**src/rtl/mkio_transmitter.sv**
```systemverilog
// MIL-STD-1553 style Manchester word transmitter: 3-bit-time sync, 16 data bits
// MSB first and an odd parity bit, with a one-word holding register for gap-free chaining.
module mkio_transmitter #(
  parameter int HALF_BIT = 8
) (
  input  logic        clk,
  input  logic        reset,
  input  logic        tx_ready,
  input  logic [15:0] tx_data,
  input  logic        tx_cd,
  output logic        tx_busy,
  output logic        tx_p,
  output logic        tx_n,
  output logic        tx_ovr
);

  typedef enum logic [1:0] {IDLE, SYNC, DATA, PARITY} state_t;

  state_t      state_r;
  logic [7:0]  cnt_r;
  logic [5:0]  half_r;
  logic [15:0] word_r;
  logic        cd_r;
  logic        par_r;
  logic [15:0] hold_data_r;
  logic        hold_cd_r;
  logic        hold_full_r;

  logic        half_end_s;
  logic        last_s;
  logic        slot_s;
  logic        start_s;
  logic        accept_s;
  logic [15:0] new_data_s;
  logic        new_cd_s;
  logic [5:0]  nxt_half_s;
  logic [3:0]  bit_idx_s;
  logic        step_pos_s;

  function automatic logic odd_parity(input logic [15:0] d);
    return ~^d;
  endfunction

  // Manchester: a 1 is positive-then-negative, a 0 is negative-then-positive
  function automatic logic bit_pos(input logic b, input logic first_half);
    return first_half ? b : ~b;
  endfunction

  // Word scheduling and the line level of the half-bit that follows the current one
  always_comb begin
    half_end_s = (cnt_r == 8'(HALF_BIT - 1));
    last_s     = (state_r == PARITY) && (half_r == 6'd1) && half_end_s;
    slot_s     = (state_r == IDLE) || last_s;
    start_s    = slot_s && (hold_full_r || tx_ready);
    accept_s   = !slot_s && !hold_full_r && tx_ready;
    new_data_s = hold_full_r ? hold_data_r : tx_data;
    new_cd_s   = hold_full_r ? hold_cd_r : tx_cd;
    nxt_half_s = half_r + 6'd1;
    bit_idx_s  = ~nxt_half_s[4:1];
    step_pos_s = 1'b0;
    case (state_r)
      SYNC: begin
        if (half_r == 6'd5) begin
          step_pos_s = bit_pos(word_r[15], 1'b1);
        end else begin
          step_pos_s = (nxt_half_s < 6'd3) ^ cd_r;
        end
      end
      DATA: begin
        if (half_r == 6'd31) begin
          step_pos_s = bit_pos(par_r, 1'b1);
        end else begin
          step_pos_s = bit_pos(word_r[bit_idx_s], ~nxt_half_s[0]);
        end
      end
      PARITY:  step_pos_s = bit_pos(par_r, 1'b0);
      default: step_pos_s = 1'b0;
    endcase
  end

  // Transmit FSM, holding register and registered line outputs
  always_ff @(posedge clk or negedge reset) begin
    if (!reset) begin
      state_r     <= IDLE;
      cnt_r       <= 8'd0;
      half_r      <= 6'd0;
      word_r      <= 16'd0;
      cd_r        <= 1'b0;
      par_r       <= 1'b0;
      hold_data_r <= 16'd0;
      hold_cd_r   <= 1'b0;
      hold_full_r <= 1'b0;
      tx_busy     <= 1'b0;
      tx_p        <= 1'b0;
      tx_n        <= 1'b0;
      tx_ovr      <= 1'b0;
    end else begin
      tx_ovr <= tx_ready && hold_full_r;
      if (accept_s) begin
        hold_data_r <= tx_data;
        hold_cd_r   <= tx_cd;
        hold_full_r <= 1'b1;
      end else if (start_s && hold_full_r) begin
        hold_full_r <= 1'b0;
      end
      if (start_s) begin
        state_r <= SYNC;
        cnt_r   <= 8'd0;
        half_r  <= 6'd0;
        word_r  <= new_data_s;
        cd_r    <= new_cd_s;
        par_r   <= odd_parity(new_data_s);
        tx_busy <= 1'b1;
        tx_p    <= ~new_cd_s;
        tx_n    <= new_cd_s;
      end else if (state_r == IDLE) begin
        cnt_r   <= 8'd0;
        half_r  <= 6'd0;
        tx_busy <= 1'b0;
        tx_p    <= 1'b0;
        tx_n    <= 1'b0;
      end else if (!half_end_s) begin
        cnt_r <= cnt_r + 8'd1;
      end else begin
        cnt_r <= 8'd0;
        tx_p  <= step_pos_s;
        tx_n  <= ~step_pos_s;
        case (state_r)
          SYNC: begin
            if (half_r == 6'd5) begin
              state_r <= DATA;
              half_r  <= 6'd0;
            end else begin
              half_r <= nxt_half_s;
            end
          end
          DATA: begin
            if (half_r == 6'd31) begin
              state_r <= PARITY;
              half_r  <= 6'd0;
            end else begin
              half_r <= nxt_half_s;
            end
          end
          PARITY: begin
            if (half_r == 6'd1) begin
              state_r <= IDLE;
              half_r  <= 6'd0;
              tx_busy <= 1'b0;
              tx_p    <= 1'b0;
              tx_n    <= 1'b0;
            end else begin
              half_r <= nxt_half_s;
            end
          end
          default: begin
            state_r <= IDLE;
            half_r  <= 6'd0;
            tx_busy <= 1'b0;
            tx_p    <= 1'b0;
            tx_n    <= 1'b0;
          end
        endcase
      end
    end
  end

endmodule
```
**config.mk**
```make
export PLATFORM = sky130hd
export DESIGN_NAME = mkio_transmitter
export DESIGN_NICKNAME = d
export VERILOG_FILES = /design/src/rtl/mkio_transmitter.sv
export SDC_FILE = /design/constraint.sdc
export NUM_CORES = 1
export LEC_CHECK = 0
export BUFFER_PORTS_ARGS = -buffer_cell sky130_fd_sc_hd__clkbuf_2
export CORE_ASPECT_RATIO = 1.4
export CORE_UTILIZATION = 60
export CTS_BUF_LIST = sky130_fd_sc_hd__clkbuf_2
export DETAILED_ROUTE_END_ITERATION = 12
export PLACE_DENSITY = 0.9
export SLEW_MARGIN = 15
export SYNTH_ARGS = -nofsm -noshare
export SYNTH_HDL_FRONTEND = slang
export SYNTH_SLANG_ARGS = --single-unit
```
**constraint.sdc**
```tcl
create_clock -name clk -period 2.5 [get_ports clk]
set_input_delay 0.375 -clock clk [delete_from_list [all_inputs] [get_ports clk]]
set_output_delay 0.375 -clock clk [all_outputs]
set_load 0.05 [all_outputs]
```
==> impl_metrics.xml <==
<?xml version="1.0" encoding="UTF-8"?>
<metrics>
  <group name="clocking">
    <metric name="clk_latency" unit="ns">0.46</metric>
    <metric name="cts.sink_count" unit="">56</metric>
    <metric name="htreeDepth" unit="">2</metric>
    <metric name="clock_tree.root_cell" unit="">clkbuf_2</metric>
    <metric name="cts_made_buffers" unit="">5</metric>
    <metric name="tritoncts" unit="">done</metric>
    <metric name="clkTransAtPathRegs" unit="ns">0.26</metric>
    <metric name="clock_tree.buffer_depth" unit="">2</metric>
  </group>
  <group name="yosys">
    <metric name="synth_cells" unit="">309</metric>
    <metric name="syn_area_per_cell" unit="um^2">10.3</metric>
    <metric name="synth-edff-count" unit="">0</metric>
    <metric name="postSynthRegisterBits" unit="">56</metric>
    <metric name="synth_seq_area_share" unit="%">43.8</metric>
    <metric name="cell_area_after_synthesis" unit="um^2">3200</metric>
    <metric name="post_syn_nets" unit="">337</metric>
    <metric name="synth_async_sr_flop_share" unit="%">100</metric>
    <metric name="synth_cell_type_count" unit="">49</metric>
    <metric name="synth-main-ff-cell" unit="">dfrtp_1</metric>
    <metric name="yosysWarnings" unit="">0</metric>
  </group>
  <group name="finish">
    <metric name="flow.area_growth_from_synthesis" unit="%">10.6</metric>
    <metric name="most_common_library_cell_in_the_layout_ignoring_fill_and_taps" unit="">dfrtp_1</metric>
    <metric name="nets" unit="">365</metric>
    <metric name="fin_util" unit="%">68.5</metric>
    <metric name="final_design_area_no_fill" unit="um^2">3540</metric>
    <metric name="drive_gt1_share" unit="%">22.6</metric>
    <metric name="final_cell_mix" unit="">dfrtp_1, nand2_1, clkbuf_2, o21ai_0, nor2_1</metric>
    <metric name="num_antenna_cells" unit="">0</metric>
  </group>
  <group name="sta">
    <metric name="setup_tns" unit="ns">0</metric>
    <metric name="grt_setup_unrepaired" unit="">no</metric>
    <metric name="setup_violations" unit="">0</metric>
    <metric name="max_freq" unit="MHz">431</metric>
    <metric name="final-max-slew-violation-count" unit="">0</metric>
    <metric name="final.hold.worst_slack" unit="ns">0.140</metric>
    <metric name="clock-skew-final" unit="ns">0.0181</metric>
    <metric name="max-slew-margin-rel" unit="%">54.6</metric>
    <metric name="layout_min_cycle_time" unit="ns">2.32</metric>
    <metric name="worst_slew_pin_slew" unit="ns">0.681</metric>
    <metric name="finalHoldViolCount" unit="">0</metric>
    <metric name="timing.final.crit_share" unit="%">92.7</metric>
  </group>
  <group name="job">
    <metric name="max_cap_violations" unit="">0</metric>
  </group>
  <group name="pwr">
    <metric name="clock_network_fraction_of_total_power" unit="%">13.2</metric>
    <metric name="seq_power_share" unit="%">38.2</metric>
    <metric name="swShare" unit="%">38.1</metric>
    <metric name="power_report.internal_total" unit="mW">2.52</metric>
    <metric name="finalPower" unit="mW">4.07</metric>
    <metric name="total_switching_power" unit="mW">1.55</metric>
    <metric name="power.leakage" unit="nW">1.64</metric>
    <metric name="power-per-cell-area" unit="nW/um^2">1150</metric>
    <metric name="share_comb_of_total_power" unit="%">48.6</metric>
    <metric name="vdd_drop_max" unit="mV">0.696</metric>
  </group>
  <group name="detailed_routing">
    <metric name="route.detailed.vias_per_inst" unit="">5.69</metric>
    <metric name="routedWlPerCell" unit="um">15.3</metric>
    <metric name="remaining_drc_errors" unit="">0</metric>
    <metric name="via_count" unit="">2294</metric>
    <metric name="drt-initial-drc-count" unit="">115</metric>
    <metric name="antenna_violating_nets_post_route" unit="">0</metric>
    <metric name="drt-pass1-iter-count" unit="">4</metric>
    <metric name="wirelength" unit="um">6180</metric>
  </group>
  <group name="setup_path">
    <metric name="critical_path_peak_fanout" unit="">8</metric>
    <metric name="path_cells" unit="">ha_2 &gt; nand3_2 &gt; xor2_2 &gt; mux4_2 &gt; a22oi_1 &gt; nand3_1 &gt; mux2i_1 &gt; o31ai_1</metric>
    <metric name="cpMaxStageDelayCell" unit="">dfrtp_2</metric>
    <metric name="worst_setup_ep_type" unit="">register</metric>
    <metric name="arrival" unit="ns">2.71</metric>
    <metric name="worst_setup_path_start_kind" unit="">register</metric>
    <metric name="critical_path.max_stage_delay" unit="ns">0.49</metric>
    <metric name="reg2reg_setup_slack" unit="ns">0.18</metric>
    <metric name="path_delay_family" unit="">flip-flops</metric>
    <metric name="critical_path_class" unit="">register to register</metric>
    <metric name="worstPathBufferInverterCount" unit="">0</metric>
    <metric name="worst_ep_required_time" unit="ns">2.89</metric>
  </group>
  <group name="placement">
    <metric name="globalplace.congestion" unit="">0.846</metric>
    <metric name="post_dp_cell_area" unit="um^2">3410</metric>
    <metric name="io_buffer_count" unit="">23</metric>
    <metric name="post-dp-hpwl" unit="um">4620</metric>
  </group>
  <group name="global_routing">
    <metric name="grt_max_degree" unit="">37</metric>
    <metric name="track_usage" unit="%">24.2</metric>
    <metric name="grt_first_pass_wirelength" unit="um">10400</metric>
    <metric name="overflow" unit="">0</metric>
    <metric name="vias_in_the_first_global_route" unit="">2399</metric>
    <metric name="number_of_antenna_violations_at_the_first_check_in_global_routing" unit="">0</metric>
  </group>
  <group name="floorplanning">
    <metric name="initial_core_utilization" unit="%">62.0</metric>
    <metric name="ios" unit="">24</metric>
    <metric name="fp.dieW" unit="um">63.7</metric>
    <metric name="die-height" unit="um">88.4</metric>
    <metric name="rows" unit="">31</metric>
    <metric name="area_of_the_die" unit="um^2">5630</metric>
    <metric name="fp.coreArea" unit="um^2">5160</metric>
  </group>
  <group name="worst_hold_path">
    <metric name="hold_class" unit="">primary input to register</metric>
  </group>
  <group name="run_status">
    <metric name="status" unit="">finished, final reports clean</metric>
  </group>
</metrics>
==> cell usage after synthesis, types with 6 or more instances <==
| library cell | instances | area (um^2) |
|---|---|---|
| a21oi_1 | 10 | 50.1 |
| clkbuf_1 | 6 | 22.5 |
| dfrtp_1 | 56 | 1400 |
| ha_1 | 8 | 100 |
| inv_1 | 6 | 22.5 |
| mux2_2 | 18 | 203 |
| mux2i_1 | 19 | 190 |
| nand2_1 | 32 | 120 |
| nand3_1 | 12 | 60.1 |
| nor2_1 | 26 | 97.6 |
| o21ai_0 | 27 | 135 |
| xnor2_1 | 17 | 149 |
| xor2_1 | 16 | 140 |
==> logic make-up after synthesis <==
kind of cell | Yosys count | share of synthesized area [%]
AOI/OAI and AO/OA | 55 | 10.6
xor gates and xnor gates | 33 | 9.04
adders and majority gates | 8 | 3.13
buffers and inverters | 19 | 3.01
DFF | 56 | 43.8
muxes | 41 | 15.1
and+or+nand+nor | 97 | 15.3
==> worst paths after layout <==
| kind | start | to | depth (start not counted) |
|---|---|---|---|
| worst max-delay path | half_r[0] | tx_p | 8 |
| worst min-delay path | tx_cd | hold_cd_r | 2 |
| worst max register to register | half_r[0] | tx_p | 8 |
| worst min register to register | word_r[3] | word_r[3] | 2 |
| max in group asynchronous | reset | half_r[1] | 3 |
| min in group asynchronous | reset | half_r[4] | 2 |
==> registers in the layout (all words and copies together), names as in the netlist <==
signal / count
hold_data_r: 16
word_r: 16
cnt_r: 8
half_r: 6
state_r: 2
cd_r: 1
hold_cd_r: 1
hold_full_r: 1
par_r: 1
tx_busy: 1
tx_n: 1
tx_ovr: 1
tx_p: 1
==> repair_timing <==
action / CTS / global route
gates resized for setup: 1 / 5
pin swaps: 0 / 1
hold endpoints to repair: 25 / 0
setup buffers: 0 / 2
hold buffers: 1 / 0
setup endpoints to repair: 2 / 2
gates cloned: 0 / 0
==> through the flow <==
stage	std cells	setup WS, ns
after floorplan	309	0.196
after global placement	393	0.127
after detailed placement	393	-0.0295
after CTS	401	0.0455
after global routing	403	0.0269
final	403	0.182
==> area by class of cell <==
| class | count | area (um^2) |
|---|---|---|
| multi-input combinational | 234 | 1720 |
| inverter | 6 | 22.5 |
| timing repair buffer | 34 | 225 |
| sequential | 56 | 1400 |
| clock inverter | 2 | 60.1 |
| tap | 66 | 82.6 |
| clock buffer | 5 | 25.0 |
| fill | 389 | 1620 |
==> power by group through the flow <==
stage | combinational (mW) | sequential, mW | clock [mW]
after detailed placement | 1.96 | 1.58 | 0
after global routing | 2.19 | 1.60 | 0.572
after CTS | 1.97 | 1.55 | 0.548
after floorplan | 1.54 | 1.55 | 0
after global placement | 1.89 | 1.56 | 0
final | 1.98 | 1.56 | 0.536
==> per-layer routing <==
| layer | vias to the layer above | GRT usage (%) | share of wire [%] |
|---|---|---|---|
| li1 | 1131 | - | - |
| met1 | 1113 | 25.5 | 40 |
| met2 | 42 | 46.7 | 56 |
| met3 | 8 | 4.25 | 2.9 |
| met4 | 0 | 10.5 | 1.5 |
| met5 | - | 0 | 0 |
No activity file was read; power rests on OpenSTA's default activity.
